### config.mk
export PLATFORM = sky130hd
export DESIGN_NAME = fib_sequencer
export DESIGN_NICKNAME = d
export VERILOG_FILES = /design/src/rtl/fib_pkg.sv /design/src/rtl/btn_sync_edge.sv /design/src/rtl/fib_sequencer.sv
export SDC_FILE = /design/constraint.sdc
export NUM_CORES = 1
export LEC_CHECK = 0
export BUFFER_PORTS_ARGS = -buffer_cell sky130_fd_sc_hd__buf_2
export CORE_ASPECT_RATIO = 0.5
export CORE_MARGIN = 2
export CORE_UTILIZATION = 50
export CTS_BUF_LIST = sky130_fd_sc_hd__clkbuf_8
export DETAILED_ROUTE_END_ITERATION = 10
export HOLD_SLACK_MARGIN = 0.1
export PLACE_DENSITY = 0.76
export SYNTH_ARGS = -nofsm -noshare
export SYNTH_HDL_FRONTEND = slang
export SYNTH_HIERARCHICAL = 1
export SYNTH_SLANG_ARGS = --single-unit
### constraint.sdc
create_clock -name clk -period 2.58 [get_ports clk]
set_clock_uncertainty 0.1 [all_clocks]
set_input_delay 0.516 -clock clk [delete_from_list [all_inputs] [get_ports clk]]
set_output_delay 0.516 -clock clk [all_outputs]
set_load 0.02 [all_outputs]
### src/rtl/fib_pkg.sv
// Shared types and constants for the Fibonacci LCD demo sequencer.
// The optional button debounce filter is enabled by defining FIB_DEBOUNCE_EN.
package fib_pkg;

    localparam int FIB_WIDTH         = 16;
    localparam int FIB_STEP_DIV      = 50_000_000;
    localparam int FIB_DEBOUNCE_BITS = 16;

    typedef enum logic [2:0] {
        IDLE   = 3'd0,
        STEP   = 3'd1,
        SETTLE = 3'd2,
        CHECK  = 3'd3,
        SHOW   = 3'd4,
        WAIT   = 3'd5,
        HALT   = 3'd6
    } fib_seq_state_t;

endpackage

### src/rtl/btn_sync_edge.sv
// Button conditioner: 2-flop synchronizer, optional stability filter, rising-edge detect.
// Defining FIB_DEBOUNCE_EN inserts a 2^16-cycle stability filter before the edge detector.
module btn_sync_edge
    import fib_pkg::*;
(
    input  logic clk,
    input  logic reset,
    input  logic btn,
    output logic rise
);

    logic sync1_r;
    logic sync2_r;
    logic level_s;
    logic last_r;

    // Two-stage synchronizer for the asynchronous button
    always_ff @(posedge clk or negedge reset) begin
        if (!reset) begin
            sync1_r <= 1'b0;
            sync2_r <= 1'b0;
        end else begin
            sync1_r <= btn;
            sync2_r <= sync1_r;
        end
    end

`ifdef FIB_DEBOUNCE_EN
    logic [FIB_DEBOUNCE_BITS-1:0] db_cnt_r;
    logic                         stable_r;

    // Adopt a new level only once it has held for the full counter range
    always_ff @(posedge clk or negedge reset) begin
        if (!reset) begin
            db_cnt_r <= '0;
            stable_r <= 1'b0;
        end else if (sync2_r == stable_r) begin
            db_cnt_r <= '0;
        end else if (&db_cnt_r) begin
            db_cnt_r <= '0;
            stable_r <= sync2_r;
        end else begin
            db_cnt_r <= db_cnt_r + FIB_DEBOUNCE_BITS'(1);
        end
    end

    assign level_s = stable_r;
`else
    assign level_s = sync2_r;
`endif

    // Previous conditioned level for the edge detector
    always_ff @(posedge clk or negedge reset) begin
        if (!reset) begin
            last_r <= 1'b0;
        end else begin
            last_r <= level_s;
        end
    end

    // The sequencer registers this, which forms the third latency stage
    assign rise = level_s & ~last_r;

endmodule

### src/rtl/fib_sequencer.sv
// Control sequencer for the Fibonacci datapath: seed loads, paced stepping,
// wrap-around halt and valid/ready hand-off to the LCD. See btn_sync_edge for FIB_DEBOUNCE_EN.
module fib_sequencer
    import fib_pkg::*;
#(
    parameter int WIDTH    = FIB_WIDTH,
    parameter int STEP_DIV = FIB_STEP_DIV
) (
    input  logic             clk,
    input  logic             reset,
    input  logic [3:0]       switches,
    input  logic             set_a,
    input  logic             set_b,
    input  logic             run,
    input  logic [WIDTH-1:0] fib_value,
    output logic             fib_load_a,
    output logic             fib_load_b,
    output logic             fib_step,
    output logic [WIDTH-1:0] fib_seed,
    output logic             disp_valid,
    output logic [WIDTH-1:0] disp_data,
    input  logic             disp_ready,
    output logic             ovf
);

    localparam int CNT_W = $clog2(STEP_DIV);

    fib_seq_state_t   state_r, state_s;
    logic             ev_a_s, ev_b_s;
    logic [WIDTH-1:0] seed_ext_s;
    logic             load_a_r, load_a_s;
    logic             load_b_r, load_b_s;
    logic             step_r, step_s;
    logic             valid_r, valid_s;
    logic             ovf_r, ovf_s;
    logic             pend_b_r, pend_b_s;
    logic             from_load_r, from_load_s;
    logic [WIDTH-1:0] seed_r, seed_s;
    logic [WIDTH-1:0] disp_data_r, disp_data_s;
    logic [WIDTH-1:0] prev_r, prev_s;
    logic [CNT_W-1:0] cnt_r, cnt_s;

    btn_sync_edge u_btn_a (.clk(clk), .reset(reset), .btn(set_a), .rise(ev_a_s));
    btn_sync_edge u_btn_b (.clk(clk), .reset(reset), .btn(set_b), .rise(ev_b_s));

    assign seed_ext_s = {{(WIDTH-4){1'b0}}, switches};

    // State and all output/datapath registers
    always_ff @(posedge clk or negedge reset) begin
        if (!reset) begin
            state_r     <= IDLE;
            load_a_r    <= 1'b0;
            load_b_r    <= 1'b0;
            step_r      <= 1'b0;
            valid_r     <= 1'b0;
            ovf_r       <= 1'b0;
            pend_b_r    <= 1'b0;
            from_load_r <= 1'b0;
            seed_r      <= '0;
            disp_data_r <= '0;
            prev_r      <= '0;
            cnt_r       <= '0;
        end else begin
            state_r     <= state_s;
            load_a_r    <= load_a_s;
            load_b_r    <= load_b_s;
            step_r      <= step_s;
            valid_r     <= valid_s;
            ovf_r       <= ovf_s;
            pend_b_r    <= pend_b_s;
            from_load_r <= from_load_s;
            seed_r      <= seed_s;
            disp_data_r <= disp_data_s;
            prev_r      <= prev_s;
            cnt_r       <= cnt_s;
        end
    end

    // Next-state and next-register logic
    always_comb begin
        state_s     = state_r;
        load_a_s    = 1'b0;
        load_b_s    = 1'b0;
        ovf_s       = ovf_r;
        pend_b_s    = pend_b_r;
        from_load_s = from_load_r;
        seed_s      = seed_r;
        disp_data_s = disp_data_r;
        prev_s      = prev_r;
        cnt_s       = cnt_r;
        case (state_r)
            IDLE, HALT: begin
                // A wins a simultaneous press; B waits for the next IDLE cycle
                if (ev_a_s) begin
                    load_a_s    = 1'b1;
                    pend_b_s    = pend_b_r | ev_b_s;
                    seed_s      = seed_ext_s;
                    disp_data_s = seed_ext_s;
                    prev_s      = seed_ext_s;
                    ovf_s       = 1'b0;
                    from_load_s = 1'b1;
                    state_s     = SHOW;
                end else if (ev_b_s || pend_b_r) begin
                    load_b_s    = 1'b1;
                    pend_b_s    = 1'b0;
                    seed_s      = seed_ext_s;
                    disp_data_s = seed_ext_s;
                    prev_s      = seed_ext_s;
                    ovf_s       = 1'b0;
                    from_load_s = 1'b1;
                    state_s     = SHOW;
                end else if ((state_r == IDLE) && run) begin
                    state_s = STEP;
                end else begin
                    state_s = state_r;
                end
            end
            STEP:   state_s = SETTLE;
            SETTLE: state_s = CHECK;
            CHECK: begin
                if (fib_value < prev_r) begin
                    ovf_s   = 1'b1;
                    state_s = HALT;
                end else begin
                    prev_s      = fib_value;
                    disp_data_s = fib_value;
                    from_load_s = 1'b0;
                    state_s     = SHOW;
                end
            end
            SHOW: begin
                if (!disp_ready) begin
                    state_s = SHOW;
                end else if (from_load_r) begin
                    state_s = IDLE;
                end else begin
                    cnt_s   = CNT_W'(STEP_DIV - 1);
                    state_s = WAIT;
                end
            end
            WAIT: begin
                // Leaving as the count reaches zero gives a STEP_DIV+3 cycle period
                cnt_s = cnt_r - CNT_W'(1);
                if (!run) begin
                    state_s = IDLE;
                end else if (cnt_r <= CNT_W'(1)) begin
                    state_s = STEP;
                end else begin
                    state_s = WAIT;
                end
            end
            default: state_s = IDLE;
        endcase
        step_s  = (state_s == STEP);
        valid_s = (state_s == SHOW);
    end

    assign fib_load_a = load_a_r;
    assign fib_load_b = load_b_r;
    assign fib_step   = step_r;
    assign fib_seed   = seed_r;
    assign disp_valid = valid_r;
    assign disp_data  = disp_data_r;
    assign ovf        = ovf_r;

endmodule

# [Yosys cells after proc, flatten, opt, wreduce, memory -nomap -nowiden]
# Index checks and enable logic that the tools add are counted.
[word_totals] romBits=0 regBits=74 in_bits=26 elab_cells=79 mem_bits_rw=0 mem_count=0 out_inout_bits=37 latchBits=0
[classes] bitwise=5 eq_ne=13 reduce_logical=11 order_cmp=2 n_shift=0 add_sub_neg=1 mux=30 multipliers=0 n_div=0
[op_table] op="$mux W26" count=2
[op_table] op="$pmux W26 S2" count=1
[op_table] op="$mux W16" count=3
[op_table] op="$pmux W16 S2" count=1
[op_table] op="$le A26 B1 Y1 const B" count=1
[op_table] op="$sub A26 B1 Y26 const B" count=1
[op_table] op="$mux W3" count=7
[op_table] op="$pmux W3 S6" count=1
[op_table] op="$lt A16 B16 Y1" count=1
[op_table] op="$eq A3 B3 Y1 const B" count=4
[op_table] op="$mux W1" count=12
[op_table] op="$reduce_and A3 Y1" count=3
[op_table] op="$ne A2 B2 Y1 const B" count=4
[op_table] op="$eq A3 B1 Y1 const B" count=2
[op_table] op="$eq A3 B2 Y1 const B" count=2
[op_table] op="$reduce_bool A2 Y1" count=3
[op_table] op="$pmux W1 S2" count=2
[op_table] op="$logic_not A3 Y1" count=1
[op_table] op="$ne A3 B3 Y1 const B" count=1
[op_table] op="$and A1 B1 Y1" count=2
[op_table] op="$mux W2" count=1
[op_table] op="$not A1 Y1" count=2
[op_table] op="$reduce_and A2 Y1" count=1
[op_table] op="$reduce_or A2 Y1" count=1
[op_table] op="other kinds (3)" count=3

# [Longest topological paths before layout]
# Gate-level depths: netlist (run 1).
[depth] depth_word=7 mapped_depth=9

# [By module]
# The synthesis (run 1) kept the hierarchy.
[modules_own_cells] mod="fib_sequencer" n_inst=1 cells_per_inst=303 area_each_um2=3091.7 seq_area_each_um2=1401.3
[modules_own_cells] mod="btn_sync_edge" n_inst=2 cells_per_inst=4 area_each_um2=88.8 seq_area_each_um2=75.1

# [Worst setup path before layout (run 1)]
# Ideal clock, no wire load.
[synth_timing] kind="flip-flop to flip-flop" startpoint="reg prev_r[15]" endpoint="reg prev_r[10]" path_stages_with_launch=9 arrival_ns=2.375 setup_slack_ns=-0.016 setup_time_ns=0.122 required_time_ns=2.358 cell_sequence="dfrtp_1 -> inv_1 -> ha_1 -> nand4_1 -> or4_1 -> a211oi_1 -> o31ai_1 -> clkbuf_1 -> a32o_1"
[synth_between] elab_chain_len=3
[synth_rtl] element="from (decl)" line_no="fib_sequencer.sv:40" text="logic [WIDTH-1:0] prev_r, prev_s;"
[synth_rtl] element="from (signal assigned)" line_no="fib_sequencer.sv:74" text="prev_r <= prev_s;"
[synth_rtl] element="$lt A16 B16 Y1" line_no="fib_sequencer.sv:121" text="if (fib_value < prev_r) begin"
[synth_rtl] element="$ne A2 B2 Y1 (no line)"
[synth_rtl] element="$reduce_and A3 Y1 (no line)"
# No other way between the ends.
# A chain may end at the register's enable or synchronous reset.

# [Final worst setup path (run 1)]
[layout_timing] startpoint="reg cnt_r[14]" endpoint="reg valid_r (netlist: disp_valid)"
[layout_between] elab_chain_len=5
[layout_rtl] element="from (decl)" line_no="fib_sequencer.sv:41" text="logic [CNT_W-1:0] cnt_r, cnt_s;"
[layout_rtl] element="from (signal assigned)" line_no="fib_sequencer.sv:75" text="cnt_r <= cnt_s;"
[layout_rtl] element="$le A26 B1 Y1" line_no="fib_sequencer.sv:146" text="end else if (cnt_r <= CNT_W'(1)) begin"
[layout_rtl] element="$mux W3" line_no="fib_sequencer.sv:146"
[layout_rtl] element="$mux W3" line_no="fib_sequencer.sv:144" text="if (!run) begin"
[layout_rtl] element="$pmux W3 S6" line_no="fib_sequencer.sv:91" text="case (state_r)"
[layout_rtl] element="net state_s[2]" line_no="fib_sequencer.sv:28" text="fib_seq_state_t state_r, state_s;"
[layout_rtl] element="$eq A3 B3 Y1" line_no="fib_sequencer.sv:155" text="valid_s = (state_s == SHOW);"
[layout_rtl] element="net valid_s" line_no="fib_sequencer.sv:34" text="logic valid_r, valid_s;"
[layout_rtl] element="to (signal assigned)" line_no="fib_sequencer.sv:68" text="valid_r <= valid_s;"
[layout_rtl] element="to (decl)" line_no="fib_sequencer.sv:34"
# The timed path passes the listed nets, and every way through them passes these cells.

==> results.tsv, run 1 <==
metric	value	unit
grt_pass1_vias	2477	
postPlaceCellArea	0.00363	mm^2
clock_sinks	62	
cts_max_level	3	
cp_top_family	simple AND/OR/NAND/NOR gates	
grt_overflow	0	
groute.usage.overall	20.0	%
cp-end-kind	flop	
synth-edff-count	0	
max_slew_margin	49.2	%
synth_ff_type	dfrtp_1	
async_flop_share	100	%
synthTopCellsByArea	dfrtp_1 (47%), ha_1 (6.5%), xnor2_1 (5.4%), a32o_1 (3.7%), buf_4 (2.8%)	
syn_area_per_cell	10.5	um^2
dieArea	0.00724	mm^2
p_per_area	1140	mW/mm^2
start_util	52.9	%
cts_buffer_depth	2	
ys_seq_area_share	47.5	%
synth.top_cell.area_share	47.5	%
crit_type	reg2reg	
dp_hpwl	4860	um
cts_tree	done	
crit_arrival	2510	ps
ir_worst_vdd	0.000510	V
grt_max_degree	30	
slowest_stage	or4_4	
outcome	finished clean	
fin_crit	2430	ps
ys_seq_elements	62	
drive_above_1_share	26.9	%
worstPathRequired	2660	ps
cp_max_fo	8	
fin_area	0.00385	mm^2
fin_cells	464	
hold_violations	0	
place_inst	448	
synthCells	311	
drtIter0Drc	127	
period_share	94.1	%
rsz0062_at_grt	no	
drc	0	
chipWidth	118	um
slew_viol_final	0	
max_freq	412	MHz
finish.utilization	62.3	%
startpoint_type	flop	
viasPerCell	5.44	
clkLatencyLatePin	330	ps
cp_cell_sequence	or4_1 > or4_4 > nor4_4 > o21bai_2 > nor4b_1	
finalPower	4.39	mW
numCtsBuffers	9	
yosysWarnings	6	
synth_area_leader_cell	dfrtp_1	
die_y	61.2	um
core-area	0.00618	mm^2
ys_types	48	
finalSetupViolations	0	
ctsHoldBuffers	0	
rows	20	
cap_violations	0	
netlist_area	0.00327	mm^2
grt_antenna_before_repair	0	
grt_pass1_wl	11300	um
final_nets	414	
gp_congestion	0.815	
slowest_delay	590	ps
cts.clk_slew.worst_paths	70	ps
root_buffer	clkbuf_8	
worst_pin_slew	753	ps
n_antenna_cell	0	
area_growth	17.8	%
io_buffers	50	
num_vias	2523	
drtAntennaViolNets	0	
first_pass_iters	4	
hp-class	in2async	
path_buf_inv	0	
num_io_pins	63	
wirelength	6620	um
wl_per_cell	14.3	um
p_leak	1.79	nW
[state kept, by name (all words and copies together) (netlist names), 3 cells and up]
register and flops:
cnt_r 26, prev_r 16, state_r 3, fib_seed 4
[routing by layer]
metal | routed length (um) | GRT usage, %
met5 | 0 | 0
met4 | 95 | 9.98
met3 | 302 | 4.72
met2 | 3260 | 35.9
met1 | 2960 | 23.7
[cell families after synthesis]
group | after synthesis | synth area share [%]
AOI/OAI and AO/OA | 58 | 12.7
xor gates and xnor gates | 23 | 6.16
adders and majority gates | 17 | 6.51
buffers and inverters | 46 | 7.04
DFF | 62 | 47.5
muxes | 4 | 1.38
other | 1 | 0.115
and+or+nand+nor | 100 | 18.7
[synth_stat cells, types with 2 or more instances]
cell      instances
a21oi_1          12
a22oi_1           5
a32o_1           12
and3_1            2
buf_2             4
buf_4            12
clkbuf_1         10
dfrtp_1          62
ha_1             17
inv_1            19
mux2_2            4
nand2_1          23
nand4_1           2
nor2_1           17
nor2b_1           2
nor2b_4           2
nor3_1           14
nor4_1            5
nor4_2            5
o211ai_1          3
o21a_1            5
o21ai_0           8
o22ai_1           5
or2_2             3
or3_1             9
or4_1             5
or4_4             2
xnor2_1          20
xor2_1            3
[stage by stage]
step / TNS (ps) / worst slack (ps) / hold slack [ps]
3_5_place_dp: -1330 / -83.8 / 235
5_1_grt: 0 / 9.42 / 135
2_1_floorplan: 0 / 45.7 / 120
4_1_cts: 0 / 101 / 101
6_report: 0 / 152 / 98.1
3_3_place_gp: 0 / 13.7 / 235
[repair_timing]
| action | CTS | global route |
|---|---|---|
| resized for setup | 0 | 0 |
| endpoints found under the setup margin | 0 | 2 |
| setup buffers | 0 | 0 |
[placed cells by master (no fill, tap or decap), types with 3 or more instances in the layout]
master    netlist  layout
dfrtp_1        62      62
buf_2           4      50
nand2_1        23      23
inv_1          19      21
xnor2_1        20      20
nor2_1         17      17
ha_1           17      17
buf_4          12      15
nor3_1         14      14
a21oi_1        12      12
a32o_1         12      12
conb_1          1      12
clkbuf_8        0      10
or3_1           9       9
o21ai_0         8       8
o21a_1          5       5
or4_1           5       5
a22oi_1         5       5
o22ai_1         5       5
nor4_2          5       5
nor4_1          5       5
mux2_2          4       4
o211ai_1        3       3
or2_2           3       3
xor2_1          3       3
[worst paths after layout]
kind                                    to       startpoint  slack (ps)  depth (start not counted)
max in group asynchronous        cnt_r[14]            reset        1540                          2
min                            fib_seed[0]            reset         100                          1
min in group clk           u_btn_a/sync1_r            set_a         190                          1
min reg2reg                u_btn_b/level_s  u_btn_b/sync1_r         250                          0
max                             disp_valid        cnt_r[14]         150                          5
max reg2reg                     disp_valid        cnt_r[14]         150                          5
[power breakdown]
part | switching, mW | internal (mW) | total (mW)
sequential | 0.314 | 1.34 | 1.66
clock | 0.369 | 0.560 | 0.929
combinational | 1.02 | 0.776 | 1.80
[area by class of cell]
type / instances / area [um^2]
Fill cell: 503 / 2330
Sequential cell: 62 / 1550
Multi-Input combinational cell: 214 / 1540
Timing Repair Buffer: 65 / 363
Clock buffer: 10 / 138
Tap cell: 88 / 110
Clock inverter: 6 / 77.6
Inverter: 19 / 71.3
[worst reg2reg max path, stage by stage, from the launching register on]
cell      delay [ps]
dfrtp_1          400
or4_1            540
or4_4            590
nor4_4           350
o21bai_2         130
nor4b_1          160
Power figures use the tool's default switching activity.
==> run 2: changes to the inputs <==
--- a/config.mk
+++ b/config.mk
@@ -8,11 +8,11 @@
 export BUFFER_PORTS_ARGS = -buffer_cell sky130_fd_sc_hd__buf_2
 export CORE_ASPECT_RATIO = 0.5
 export CORE_MARGIN = 2
-export CORE_UTILIZATION = 50
+export CORE_UTILIZATION = 52
 export CTS_BUF_LIST = sky130_fd_sc_hd__clkbuf_8
 export DETAILED_ROUTE_END_ITERATION = 10
 export HOLD_SLACK_MARGIN = 0.1
-export PLACE_DENSITY = 0.76
+export PLACE_DENSITY_LB_ADDON = 0.15
 export SYNTH_ARGS = -nofsm -noshare
 export SYNTH_HDL_FRONTEND = slang
 export SYNTH_HIERARCHICAL = 1
==> run 2 against run 1 <==
Compared with the run above: first-iteration DRC count shrank 40%; count of clock-buffer cells in the layout is the same; critical path depth is the same; routed wire length shrank 1.0%; setup slack gained 3.9 ps; combinational power is essentially flat; via count shrank 1.4%; largest power group unchanged; highest routed layer unchanged.
==> results.tsv, run 2 (same netlist as run 1, synthesis figures left out) <==
metric	value	unit	change
drive_above_1_share	26.9	%	unchanged
worstPathRequired	2710	ps	+50 ps
num_vias	2488		-1.4%
dp_slack	-58.5	ps	+25.3 ps
wirelength	6550	um	-1.0%
ir_worst_vdd	0.000486	V	-4.8%
final_nets	414		unchanged
max_freq	412	MHz	+0.16%
p_leak	1.77	nW	-0.92%
hp-class	in2reg		
max_slew_margin	55.4	%	+6.2 points
clkLatencyLatePin	330	ps	about the same
setup_slack	156	ps	+3.86 ps
largest_register_ffs	26		unchanged
cp_max_fo	8		unchanged
die_y	60.1	um	-1.8%
gp_congestion	0.791		-2.9%
chipWidth	116	um	-1.9%
area_growth	16.7	%	
cp-end-kind	flop		
dieArea	0.00698	mm^2	-3.7%
grt_pass1_wl	10900	um	-3.4%
cts_tree	done		
crit_type	reg2reg		
grt_pass1_vias	2304		-7.0%
slowest_delay	600	ps	about the same
final_cell_mix	dfrtp_1 (62), buf_2 (50), nand2_1 (23), inv_1 (20), xnor2_1 (20)		
core-area	0.00608	mm^2	-1.6%
wl_per_cell	14.1	um	-1.0%
groute.usage.overall	20.8	%	+0.79 points
drtIter0Drc	76		-40%
p_per_area	1090	mW/mm^2	-4.3%
r2r-start	cnt_r[10]		
start_util	53.8	%	+0.87 points
worst_pin_slew	661	ps	-91.6 ps
cts.clk_slew.worst_paths	70	ps	about the same
place_inst	447		-0.22%
first_pass_iters	4		unchanged
finalSetupViolations	0		unchanged
largest-register	cnt_r		
crit_start	cnt_r[10]		
finalPower	4.16	mW	-5.2%
cts_buffer_depth	2		unchanged
startpoint_type	flop		
slowest_stage	or4_4		
layout_commonest_cell	dfrtp_1		
cap_violations	0		unchanged
num_io_pins	63		unchanged
hold_violations	0		unchanged
fin_cells	464		unchanged
rsz0062_at_grt	no		
clock_sinks	62		unchanged
cp_top_family	simple AND/OR/NAND/NOR gates		
drtAntennaViolNets	0		unchanged
cp_cell_sequence	or4_4 > or4_4 > nor4_4 > o21bai_2 > nor4b_4		
outcome	finished clean		
hp-start	set_b		
drc	0		unchanged
path_buf_inv	0		unchanged
slew_viol_final	0		unchanged
grt_antenna_before_repair	0		unchanged
grt_overflow	0		unchanged
dp_hpwl	4810	um	-1.2%
viasPerCell	5.36		-1.4%
n_antenna_cell	0		unchanged
root_buffer	clkbuf_8		
cts_max_level	3		unchanged
numCtsBuffers	9		unchanged
crit_arrival	2560	ps	+50 ps
fin_crit	2420	ps	-3.86 ps
io_buffers	50		unchanged
grt_max_degree	28		-6.7%
period_share	94.0	%	-0.15 points
crit_top_cell	or4_4		
rows	20		unchanged
==> run 2: worst register-to-register path, delay by kind of cell (launching register included) <==
kind / cells / cell delay, ps
simple gates: 4 / 1710
flops: 1 / 400
compound gates: 1 / 130
==> run 2: cell type report <==
class | count | area [um^2]
well taps | 88 | 110
clock inverters | 6 | 28.8
multi-input cells | 214 | 1540
clock buffers | 10 | 138
flip-flops and latches | 62 | 1550
repair buffers | 65 | 378
fillers | 506 | 2260
inverters | 19 | 71.3
==> run 2: per-layer routing <==
| metal | vias up | track usage, % | part of all wire, % | routed length, um |
|---|---|---|---|---|
| met5 | - | 0 | 0 | 0 |
| met4 | 0 | 5.44 | 0.66 | 43 |
| met3 | 5 | 7.30 | 5.5 | 362 |
| met2 | 63 | 34.3 | 50 | 3240 |
| met1 | 1213 | 26.7 | 44 | 2900 |
| li1 | 1207 | - | - | - |
==> run 2: where the power goes <==
| group | leakage, nW | switching, mW | internal (mW) |
|---|---|---|---|
| clock network | 0.0968 | 0.355 | 0.362 |
| logic | 0.899 | 1.02 | 0.775 |
| registers | 0.777 | 0.308 | 1.34 |
==> run 2: final timing paths <==
kind / endpoint / slack (ps) / cells after the start
max reg2reg: fib_step / 160 / 5
max in group asynchronous: prev_r[11] / 1140 / 3
min in group asynchronous: prev_r[15] / 630 / 2
min reg2reg: u_btn_b/level_s / 250 / 0
max: fib_step / 160 / 5
min: u_btn_b/sync1_r / 190 / 1
==> run 2: timing repair <==
item,4_1_cts,5_1_grt
endpoints found under the hold margin,6,0
hold buffers,1,0
setup endpoints to repair,0,16
gates resized for setup,0,0
setup buffers,0,0
==> run 2: through the flow <==
| step | hold WS, ps | area [um^2] | utilization, % | setup TNS, ps |
|---|---|---|---|---|
| 6_report | 190 | 3820 | 62.8 | 0 |
| 5_1_grt | 167 | 3820 | 62.8 | 0 |
| 4_1_cts | 171 | 3820 | 62.8 | 0 |
| 3_5_place_dp | 235 | 3640 | 59.9 | -602 |
| 3_3_place_gp | 234 | 3640 | 59.9 | -79.4 |
| 2_1_floorplan | 120 | 3320 | - | 0 |
